**config.mk**
```make
export PLATFORM = sky130hd
export DESIGN_NAME = display_scan_ctrl
export DESIGN_NICKNAME = d
export VERILOG_FILES = /design/src/rtl/display_scan_ctrl_pkg.sv /design/src/rtl/scan_tick_gen.sv /design/src/rtl/display_scan_ctrl.sv
export SDC_FILE = /design/constraint.sdc
export NUM_CORES = 1
export LEC_CHECK = 0
export BUFFER_PORTS_ARGS = -buffer_cell sky130_fd_sc_hd__clkbuf_2
export CORE_MARGIN = 5
export CORE_UTILIZATION = 60
export CTS_BUF_LIST = sky130_fd_sc_hd__clkbuf_4 sky130_fd_sc_hd__clkbuf_8
export CTS_CLUSTER_DIAMETER = 100
export DETAILED_ROUTE_END_ITERATION = 8
export PLACE_DENSITY_LB_ADDON = 0.15
export SYNTH_ARGS = -nofsm -noshare
export SYNTH_HDL_FRONTEND = slang
export SYNTH_SLANG_ARGS = --single-unit
```
**constraint.sdc**
```tcl
create_clock -name clk -period 2.25 [get_ports clk]
set_input_delay 0 -clock clk [delete_from_list [all_inputs] [get_ports clk]]
set_output_delay 0 -clock clk [all_outputs]
set_load 0.1 [all_outputs]
```
**src/rtl/display_scan_ctrl_pkg.sv**
```systemverilog
// Shared definitions for the six-position multiplexed 7-segment display scanner.
//   - Glyph constants are seg[6:0] = {g,f,e,d,c,b,a}, active-low.
//   - Position numbers match the anode bit each position drives (an[pos] = 0).
//   - snapshot_t holds one captured display value (sign plus five BCD digits).
package display_scan_ctrl_pkg;

    localparam int unsigned NUM_POS = 6;

    // Scan positions, in scan order.
    localparam logic [2:0] POS_HUNDTHS = 3'd0;
    localparam logic [2:0] POS_TENTHS  = 3'd1;
    localparam logic [2:0] POS_UNITS   = 3'd2;
    localparam logic [2:0] POS_TENS    = 3'd3;
    localparam logic [2:0] POS_HUND    = 3'd4;
    localparam logic [2:0] POS_SIGN    = 3'd5;

    localparam logic [6:0] SEG_0     = 7'b1000000;
    localparam logic [6:0] SEG_1     = 7'b1111001;
    localparam logic [6:0] SEG_2     = 7'b0100100;
    localparam logic [6:0] SEG_3     = 7'b0110000;
    localparam logic [6:0] SEG_4     = 7'b0011001;
    localparam logic [6:0] SEG_5     = 7'b0010010;
    localparam logic [6:0] SEG_6     = 7'b0000010;
    localparam logic [6:0] SEG_7     = 7'b1111000;
    localparam logic [6:0] SEG_8     = 7'b0000000;
    localparam logic [6:0] SEG_9     = 7'b0010000;
    localparam logic [6:0] SEG_DASH  = 7'b0111111;
    localparam logic [6:0] SEG_BLANK = 7'b1111111;

    localparam logic [5:0] AN_OFF = 6'b111111;

    typedef struct packed {
        logic       sign;
        logic [3:0] d4;   // hundreds
        logic [3:0] d3;   // tens
        logic [3:0] d2;   // units
        logic [3:0] d1;   // tenths
        logic [3:0] d0;   // hundredths
    } snapshot_t;

    // Non-BCD codes (10-15) render blank rather than as hex glyphs.
    function automatic logic [6:0] bcd_to_seg(input logic [3:0] digit);
        logic [6:0] glyph;
        case (digit)
            4'd0:    glyph = SEG_0;
            4'd1:    glyph = SEG_1;
            4'd2:    glyph = SEG_2;
            4'd3:    glyph = SEG_3;
            4'd4:    glyph = SEG_4;
            4'd5:    glyph = SEG_5;
            4'd6:    glyph = SEG_6;
            4'd7:    glyph = SEG_7;
            4'd8:    glyph = SEG_8;
            4'd9:    glyph = SEG_9;
            default: glyph = SEG_BLANK;
        endcase
        return glyph;
    endfunction

endpackage

```
**src/rtl/scan_tick_gen.sv**
```systemverilog
// Prescaler and scan-position counter for display_scan_ctrl.
//   clk   : clock, rising edge
//   rst   : asynchronous active-high reset
//   en    : 1 = count; 0 = hold prescaler and position
//   tick  : one-cycle pulse during the cycle whose edge advances the position
//   pos   : current scan position, 0..NUM_POS-1
module scan_tick_gen
    import display_scan_ctrl_pkg::*;
#(
    parameter int unsigned PRESCALE = 50000
) (
    input  logic       clk,
    input  logic       rst,
    input  logic       en,
    output logic       tick,
    output logic [2:0] pos
);

    localparam logic [19:0] CNT_LAST = 20'(PRESCALE - 1);

    logic [19:0] cnt_q;
    logic [2:0]  pos_q;

    assign tick = en && (cnt_q == CNT_LAST);
    assign pos  = pos_q;

    always_ff @(posedge clk or posedge rst) begin
        if (rst) begin
            cnt_q <= '0;
            pos_q <= '0;
        end else if (en) begin
            if (cnt_q == CNT_LAST) begin
                cnt_q <= '0;
                // >= rather than == so an upset into 6/7 recovers on the next wrap.
                if (pos_q >= POS_SIGN) begin
                    pos_q <= '0;
                end else begin
                    pos_q <= pos_q + 3'd1;
                end
            end else begin
                cnt_q <= cnt_q + 20'd1;
            end
        end
    end

endmodule

```
**src/rtl/display_scan_ctrl.sv**
```systemverilog
// Multiplexed 6-position 7-segment display controller for a signed value
// of the form -ddd.dd.
//   clk      : clock, rising edge
//   rst      : asynchronous active-high reset
//   en       : 1 = scan; 0 = blank the display and freeze the scan
//   load     : capture sign_in/d4_in..d0_in on this edge
//   sign_in  : 1 = negative
//   d4_in..d0_in : BCD hundreds, tens, units, tenths, hundredths
//   load_ack : one-cycle pulse the cycle after a capture
//   an       : active-low anodes; an[0] = hundredths .. an[4] = hundreds, an[5] = sign
//   seg      : active-low segments {g..a}
//   dp       : active-low decimal point, lit at the units position
module display_scan_ctrl
    import display_scan_ctrl_pkg::*;
#(
    parameter int unsigned PRESCALE = 50000
) (
    input  logic       clk,
    input  logic       rst,
    input  logic       en,
    input  logic       load,
    input  logic       sign_in,
    input  logic [3:0] d4_in,
    input  logic [3:0] d3_in,
    input  logic [3:0] d2_in,
    input  logic [3:0] d1_in,
    input  logic [3:0] d0_in,
    output logic       load_ack,
    output logic [5:0] an,
    output logic [6:0] seg,
    output logic       dp
);

    logic       tick;
    logic [2:0] pos;

    scan_tick_gen #(
        .PRESCALE(PRESCALE)
    ) u_scan_tick_gen (
        .clk (clk),
        .rst (rst),
        .en  (en),
        .tick(tick),
        .pos (pos)
    );

    // The display path follows pos directly; tick is not needed here.
    logic unused_tick;
    assign unused_tick = tick;

    // Snapshot capture and acknowledge.
    snapshot_t snap_q;

    always_ff @(posedge clk or posedge rst) begin
        if (rst) begin
            snap_q   <= '0;
            load_ack <= 1'b0;
        end else begin
            load_ack <= load;
            if (load) begin
                snap_q <= '{sign: sign_in, d4: d4_in, d3: d3_in, d2: d2_in,
                            d1: d1_in, d0: d0_in};
            end
        end
    end

    // Leading-zero suppression and sign decision.
    logic hund_blank;
    logic tens_blank;
    logic show_minus;

    assign hund_blank = (snap_q.d4 == 4'd0);
    assign tens_blank = hund_blank && (snap_q.d3 == 4'd0);
    // A negative zero shows no minus sign.
    assign show_minus = snap_q.sign &&
                        ({snap_q.d4, snap_q.d3, snap_q.d2, snap_q.d1, snap_q.d0} != 20'd0);

    logic [5:0] an_d;
    logic [6:0] seg_d;
    logic       dp_d;

    always_comb begin
        an_d  = AN_OFF;
        seg_d = SEG_BLANK;
        dp_d  = 1'b1;
        case (pos)
            POS_HUNDTHS: begin
                an_d  = 6'b111110;
                seg_d = bcd_to_seg(snap_q.d0);
            end
            POS_TENTHS: begin
                an_d  = 6'b111101;
                seg_d = bcd_to_seg(snap_q.d1);
            end
            POS_UNITS: begin
                an_d  = 6'b111011;
                seg_d = bcd_to_seg(snap_q.d2);
                dp_d  = 1'b0;
            end
            POS_TENS: begin
                an_d = 6'b110111;
                if (!tens_blank) begin
                    seg_d = bcd_to_seg(snap_q.d3);
                end
            end
            POS_HUND: begin
                an_d = 6'b101111;
                if (!hund_blank) begin
                    seg_d = bcd_to_seg(snap_q.d4);
                end
            end
            POS_SIGN: begin
                an_d = 6'b011111;
                if (show_minus) begin
                    seg_d = SEG_DASH;
                end
            end
            default: begin
                an_d = AN_OFF;
            end
        endcase
    end

    // Registered display outputs; en=0 blanks everything from the next edge.
    always_ff @(posedge clk or posedge rst) begin
        if (rst) begin
            an  <= AN_OFF;
            seg <= SEG_BLANK;
            dp  <= 1'b1;
        end else if (!en) begin
            an  <= AN_OFF;
            seg <= SEG_BLANK;
            dp  <= 1'b1;
        end else begin
            an  <= an_d;
            seg <= seg_d;
            dp  <= dp_d;
        end
    end

endmodule

```
==> flow_summary.yaml, run 1 <==
power:
  sw_frac_of_total_pct: 32.6
  p_seq_share_pct: 41.6
  power_frac_clock_pct: 35.6
  p_switching_mw: 1.03
  power.leakage_nw: 2.02
  power.internal_mw: 2.13
  power.density_mw_per_mm2: 724
  combPwrFrac_pct: 22.8
  ir_drop_mv: 0.493
logic_synthesis:
  ys.flop_type: "dfrtp_1"
  ys_warn_count: 0
  synthMuxAreaShare_pct: 2.13
  synth_common_cells: "nand2_1, dfrtp_1, a21oi_1"
  syn_inst: 396
  synth_compound_area_share_pct: 15.9
  synthTopCellsByArea: "dfrtp_1, ha_1, dfstp_2"
  synth_adder_area_share_pct: 13.0
  seq_area_frac_synth_pct: 41.0
  synth_top_family_by_area: "simple AND/OR/NAND/NOR gates"
  async_flop_share_pct: 100
  synth.avg_cell_area_um2: 9.20
  synth_cell_types: 49
  syn-cell-area_mm2: 0.00364
  yosys.area_share.simple_pct: 20.5
  synth_most_common_cell: "nand2_1"
  synth_seq_cells: 59
  synth-xor-area-share_pct: 3.60
  synth_top_area_share_pct: 30.9
  yosys.area.top_type: "dfrtp_1"
  synth_edf_count: 0
  synth_nets: 459
floorplan:
  dieArea_mm2: 0.00773
  initial_core_util_pct: 61.6
  row_count: 28
  io_pins: 40
  design.core.area_mm2: 0.00592
  dieHeight_um: 87.9
  chipWidth_um: 87.9
min_path:
  hp-class: "in2reg"
  hold_end: "dp"
  min_from: "en"
  min_path_cells: 2
clock_tree:
  cts_root_buffer: "clkbuf_8"
  clkLatencyLatePin_ps: 350
  h-tree-depth: 3
  clk_pin_slew_ps: 70
  cts_buffers: 9
  cts.sinks: 59
  cts_tree: "yes"
  clk_path_buf_depth: 2
grt:
  grt_pass1_wl_um: 14300
  grt_antenna_before_repair: 0
  grt_usage_pct: 24.1
  first_global_vias: 2979
  grt_max_degree: 60
  overflow: 0
timing:
  slew_viol_final: 0
  worst_pin_slew_ps: 683
  slew_headroom_pct: 54.5
  hold_slack_ps: 14.9
  setup_viol: 0
  setup_ws_ps: 182
  fin_crit_sh_pct: 91.9
  skew_ps: 10.5
  fin_setup_tns_ps: 0
  hold_violations: 0
  period_minus_slack_ps: 2070
  rsz0062_at_grt: "false"
  max_freq_mhz: 483
cells_and_area:
  syn2layout_area_growth_pct: 19.8
  antenna_cells: 0
  drive_above_1_share_pct: 19.5
  nNetsFinal: 519
  n_fill_cell: 423
  multiInputGateArea_mm2: 0.00201
  seq_area_mm2: 0.00149
worst_setup_path:
  startpoint_type: "flip-flop"
  crit_required_ps: 2500
  worstSetupPathType: "reg2reg"
  cp_max_fo: 7
  crit_arrival_ps: 2320
  r2r_start: "snap_q[17]"
  r2r_slack_ps: 180
  reg2reg_depth: 8
  r2r_end: "seg[3]"
  crit_path_end_kind: "flip-flop"
route:
  wl_per_cell_um: 15.7
  first_pass_iters: 5
  vias_per_cell: 5.65
  ant_nets: 0
  drc_errors: 0
  wirelength_um: 8400
  drt_iter0_markers: 143
  vias: 3031
placement:
  place.gp.congestion: 0.948
  numPortBuffers: 39
  place_ws_ps: 225
  hpwlAfterDp_um: 5930
status:
  status: "finished clean"
job:
  drv_cap: 0
[worst max-delay path, cell delays in order (launching register included)]
cell and delay, ps:
dfrtp_1 420, inv_1 120, ha_1 260, nor2b_1 170, nand4_1 140, buf_4 140
o21ai_0 90, a2111oi_0 510, nand2_1 120
[power groups by stage]
stage                     logic [mW]  clock network, mW  registers (mW)
after floorplan                0.408                  0            1.43
after global placement         0.663                  0            1.32
after detailed placement       0.682                  0            1.33
after CTS                      0.718               1.14            1.31
after global routing           0.791               1.19            1.33
final                          0.721               1.13            1.31
[registers in the layout, summed over array words and instances (netlist names)]
name / flops
snap_q: 21
u_scan_tick_gen.pos: 3
u_scan_tick_gen.cnt_q: 20
an: 6
seg: 7
dp: 1
load_ack: 1
[worst max path at each step]
| stage | start | end | slack, ps | cells after the start |
|---|---|---|---|---|
| CTS | snap_q[17] | seg[3] | 200 | 8 |
| floorplan | snap_q[17] | seg[6] | 320 | 7 |
| global route | snap_q[17] | seg[6] | 8 | 7 |
| detailed placement | snap_q[17] | seg[3] | 220 | 8 |
| global placement | snap_q[5] | seg[3] | 200 | 7 |
| finish | snap_q[17] | seg[3] | 180 | 8 |
[timing repair]
action | CTS | global route
hold endpoints to repair | 80 | 0
hold buffers | 22 | 0
buffers inserted | 0 | 0
gates resized for setup | 0 | 0
[stage by stage]
step | instances | instance area [µm²] | utilization [%] | power [mW]
6_report | 536 | 4370 | 73.8 | 3.16
5_1_grt | 536 | 4370 | 73.8 | 3.31
4_1_cts | 536 | 4370 | 73.8 | 3.17
3_5_place_dp | 498 | 3920 | 66.1 | 2.01
3_3_place_gp | 498 | 3920 | 66.1 | 1.98
2_1_floorplan | 396 | 3640 | - | 1.84
[kinds of logic after synthesis]
group                    count (synthesis)
multiplexers                             7
buffers and inverters                   37
flip-flops                              59
XOR/XNOR                                15
AND/OR/NAND/NOR                        139
AO/OA/AOI/OAI                          101
adder cells (fa/ha/maj)                 38
[per-layer routing]
| metal | GRT usage [%] | share of wire [%] | vias to the layer above |
|---|---|---|---|
| met1 | 33.1 | 46 | 1418 |
| li1 | - | - | 1501 |
| met4 | 10.9 | 2.3 | 0 |
| met3 | 3.48 | 5.4 | 15 |
| met5 | 0 | 0 | - |
| met2 | 37.8 | 46 | 97 |
[placed cells by master (no fill, tap or decap), types with 4 or more instances in the layout]
| cell type | Yosys | layout |
|---|---|---|
| clkbuf_2 | 1 | 39 |
| nor2_1 | 18 | 18 |
| nand2_1 | 46 | 46 |
| o21ai_0 | 36 | 36 |
| a211oi_1 | 4 | 4 |
| nand4_1 | 5 | 5 |
| xnor2_1 | 9 | 9 |
| inv_1 | 21 | 20 |
| nand3_1 | 11 | 11 |
| nand3b_1 | 4 | 4 |
| dfstp_2 | 14 | 14 |
| clkbuf_8 | 0 | 11 |
| nor4_1 | 5 | 5 |
| xor2_1 | 6 | 6 |
| a21oi_1 | 39 | 39 |
| dfrtp_1 | 45 | 45 |
| and3_1 | 6 | 6 |
| mux2_2 | 6 | 6 |
| ha_1 | 38 | 38 |
| nor2b_1 | 4 | 4 |
| nor3_1 | 7 | 7 |
| nand2b_1 | 16 | 16 |
| dlygate4sd3_1 | 0 | 22 |
[layout make-up]
| cell class | count | area share, % |
|---|---|---|
| flip-flops and latches | 59 | 34.2 |
| clock buffers | 12 | 3.64 |
| repair buffers | 65 | 10.5 |
| well taps | 75 | 2.15 |
| clock inverters | 4 | 1.69 |
| multi-input cells | 300 | 46.0 |
| inverters | 21 | 1.80 |
No activity file was read; power rests on OpenSTA's default activity.
==> run 2: changes to the inputs <==
--- a/config.mk
+++ b/config.mk
@@ -6,7 +6,7 @@
 export NUM_CORES = 1
 export LEC_CHECK = 0
 export BUFFER_PORTS_ARGS = -buffer_cell sky130_fd_sc_hd__clkbuf_2
-export CORE_MARGIN = 5
+export CORE_MARGIN = 2
 export CORE_UTILIZATION = 60
 export CTS_BUF_LIST = sky130_fd_sc_hd__clkbuf_4 sky130_fd_sc_hd__clkbuf_8
 export CTS_CLUSTER_DIAMETER = 100
==> flow_summary.yaml, run 2 (synthesized netlist as in run 1, its figures left out) <==
worst_setup_path:
  crit_path_end_kind: "flip-flop"
  cp-endpoint: "seg[6]"
  startpoint_type: "flip-flop"
  worstSetupPathType: "reg2reg"
  crit_start: "u_scan_tick_gen.pos[1]"
  cp_max_fo: 5
  reg2reg_depth: 7
  r2r_end: "seg[6]"
  crit_arrival_ps: 2330
  r2r_start: "u_scan_tick_gen.pos[1]"
  crit_required_ps: 2530
  r2r_slack_ps: 200
clock_tree:
  cts_tree: "yes"
  cts_buffers: 9
  clk_pin_slew_ps: 70
  h-tree-depth: 3
  clk_path_buf_depth: 2
  cts_root_buffer: "clkbuf_8"
  clkLatencyLatePin_ps: 350
  cts.sinks: 59
cells_and_area:
  final_common_cell: "nand2_1"
  largest_register: "snap_q"
  drive_above_1_share_pct: 20.0
  n_fill_cell: 452
  largest_reg_flops: 21
  nNetsFinal: 523
  syn2layout_area_growth_pct: 19.8
  final_area_mm2: 0.00437
  mostFrequentLayoutCells: "nand2_1, dfrtp_1, a21oi_1, clkbuf_2, ha_1"
  top_regs: "snap_q: 21 flops, u_scan_tick_gen.cnt_q: 20 flops, seg: 7 flops"
  antenna_cells: 0
floorplan:
  design.core.area_mm2: 0.00589
  row_count: 28
  io_pins: 40
  dieHeight_um: 81.9
  dieArea_mm2: 0.00671
  chipWidth_um: 81.9
  initial_core_util_pct: 61.9
placement:
  numPortBuffers: 39
  place.gp.congestion: 0.927
  place_area_mm2: 0.00391
  hpwlAfterDp_um: 5810
power:
  ir_drop_mv: 0.507
  power.density_mw_per_mm2: 704
  finalPower_mw: 3.08
  power.leakage_nw: 2.02
route:
  vias_per_cell: 5.67
  drt_iter0_markers: 179
  first_pass_iters: 5
  ant_nets: 0
  drc_errors: 0
  vias: 3061
  wirelength_um: 8310
  wl_per_cell_um: 15.4
timing:
  rsz0062_at_grt: "false"
  fin_setup_tns_ps: 0
  fin_crit_sh_pct: 90.9
  slew_headroom_pct: 56.5
  worst_pin_slew_ps: 652
  hold_violations: 0
  period_minus_slack_ps: 2050
  max_freq_mhz: 489
  slew_viol_final: 0
  skew_ps: 9.27
  setup_viol: 0
grt:
  grt_usage_pct: 26.8
  grt_max_degree: 40
  grt_pass1_wl_um: 13600
  grt_antenna_before_repair: 0
  overflow: 0
  first_global_vias: 2908
job:
  drv_cap: 0
status:
  status: "finished clean"
min_path:
  hp-class: "in2async"
## run 2: cell type report
type / count / area, µm² / area share, %
Timing Repair Buffer: 69 / 478 / 10.9
Clock buffer: 12 / 165 / 3.78
Clock inverter: 4 / 47.5 / 1.09
Inverter: 21 / 78.8 / 1.80
Multi-Input combinational cell: 300 / 2010 / 46.0
Tap cell: 75 / 93.8 / 2.15
Sequential cell: 59 / 1490 / 34.2
## run 2: worst min path at each step
stage,start,to,slack (ps)
after floorplan,load,load_ack,30
after detailed placement,rst,snap_q[15],40
after global placement,rst,snap_q[15],30
final,rst,snap_q[14],210
after global routing,rst,snap_q[14],250
after CTS,rst,snap_q[9],220
## run 2: power breakdown
group	leakage (nW)	total (mW)	switching [mW]	internal, mW
Sequential	0.708	1.31	0.139	1.18
Combinational	1.21	0.712	0.452	0.260
Clock	0.108	1.05	0.452	0.598
Total	2.02	3.08	1.04	2.03
## run 2: metrics by stage
| step | utilization, % | instances | hold WS (ps) | setup slack (ps) |
|---|---|---|---|---|
| 6_report | 74.2 | 540 | 207 | 204 |
| 5_1_grt | 74.2 | 540 | 251 | 93.2 |
| 4_1_cts | 74.0 | 538 | 217 | 178 |
| 3_5_place_dp | 66.4 | 499 | 38.4 | 207 |
| 3_3_place_gp | 66.4 | 499 | 28.3 | 279 |
| 2_1_floorplan | - | 396 | 31.4 | 322 |
## run 2: metal layers
metal / vias up / wire, µm / share of wire (%) / track usage [%]
met4: 0 / 230 / 2.8 / 13.7
met1: 1435 / 3580 / 43 / 34.1
met2: 102 / 4110 / 49 / 43.9
li1: 1504 / - / - / -
met3: 20 / 398 / 4.8 / 4.51
met5: - / 0 / 0 / 0
## run 2: what timing repair did
action,in CTS,in global routing
hold buffers,23,0
buffers inserted,0,2
endpoints found under the hold margin,70,0
setup endpoints to repair,0,1
resized for setup,0,0
## run 2: worst max-delay path: stages (launching register included)
cell and delay, ps:
dfrtp_1 420, inv_1 130, ha_1 250, nand2b_1 180, a21oi_1 80, o2bb2ai_1 160
or4b_1 500, a211o_1 240
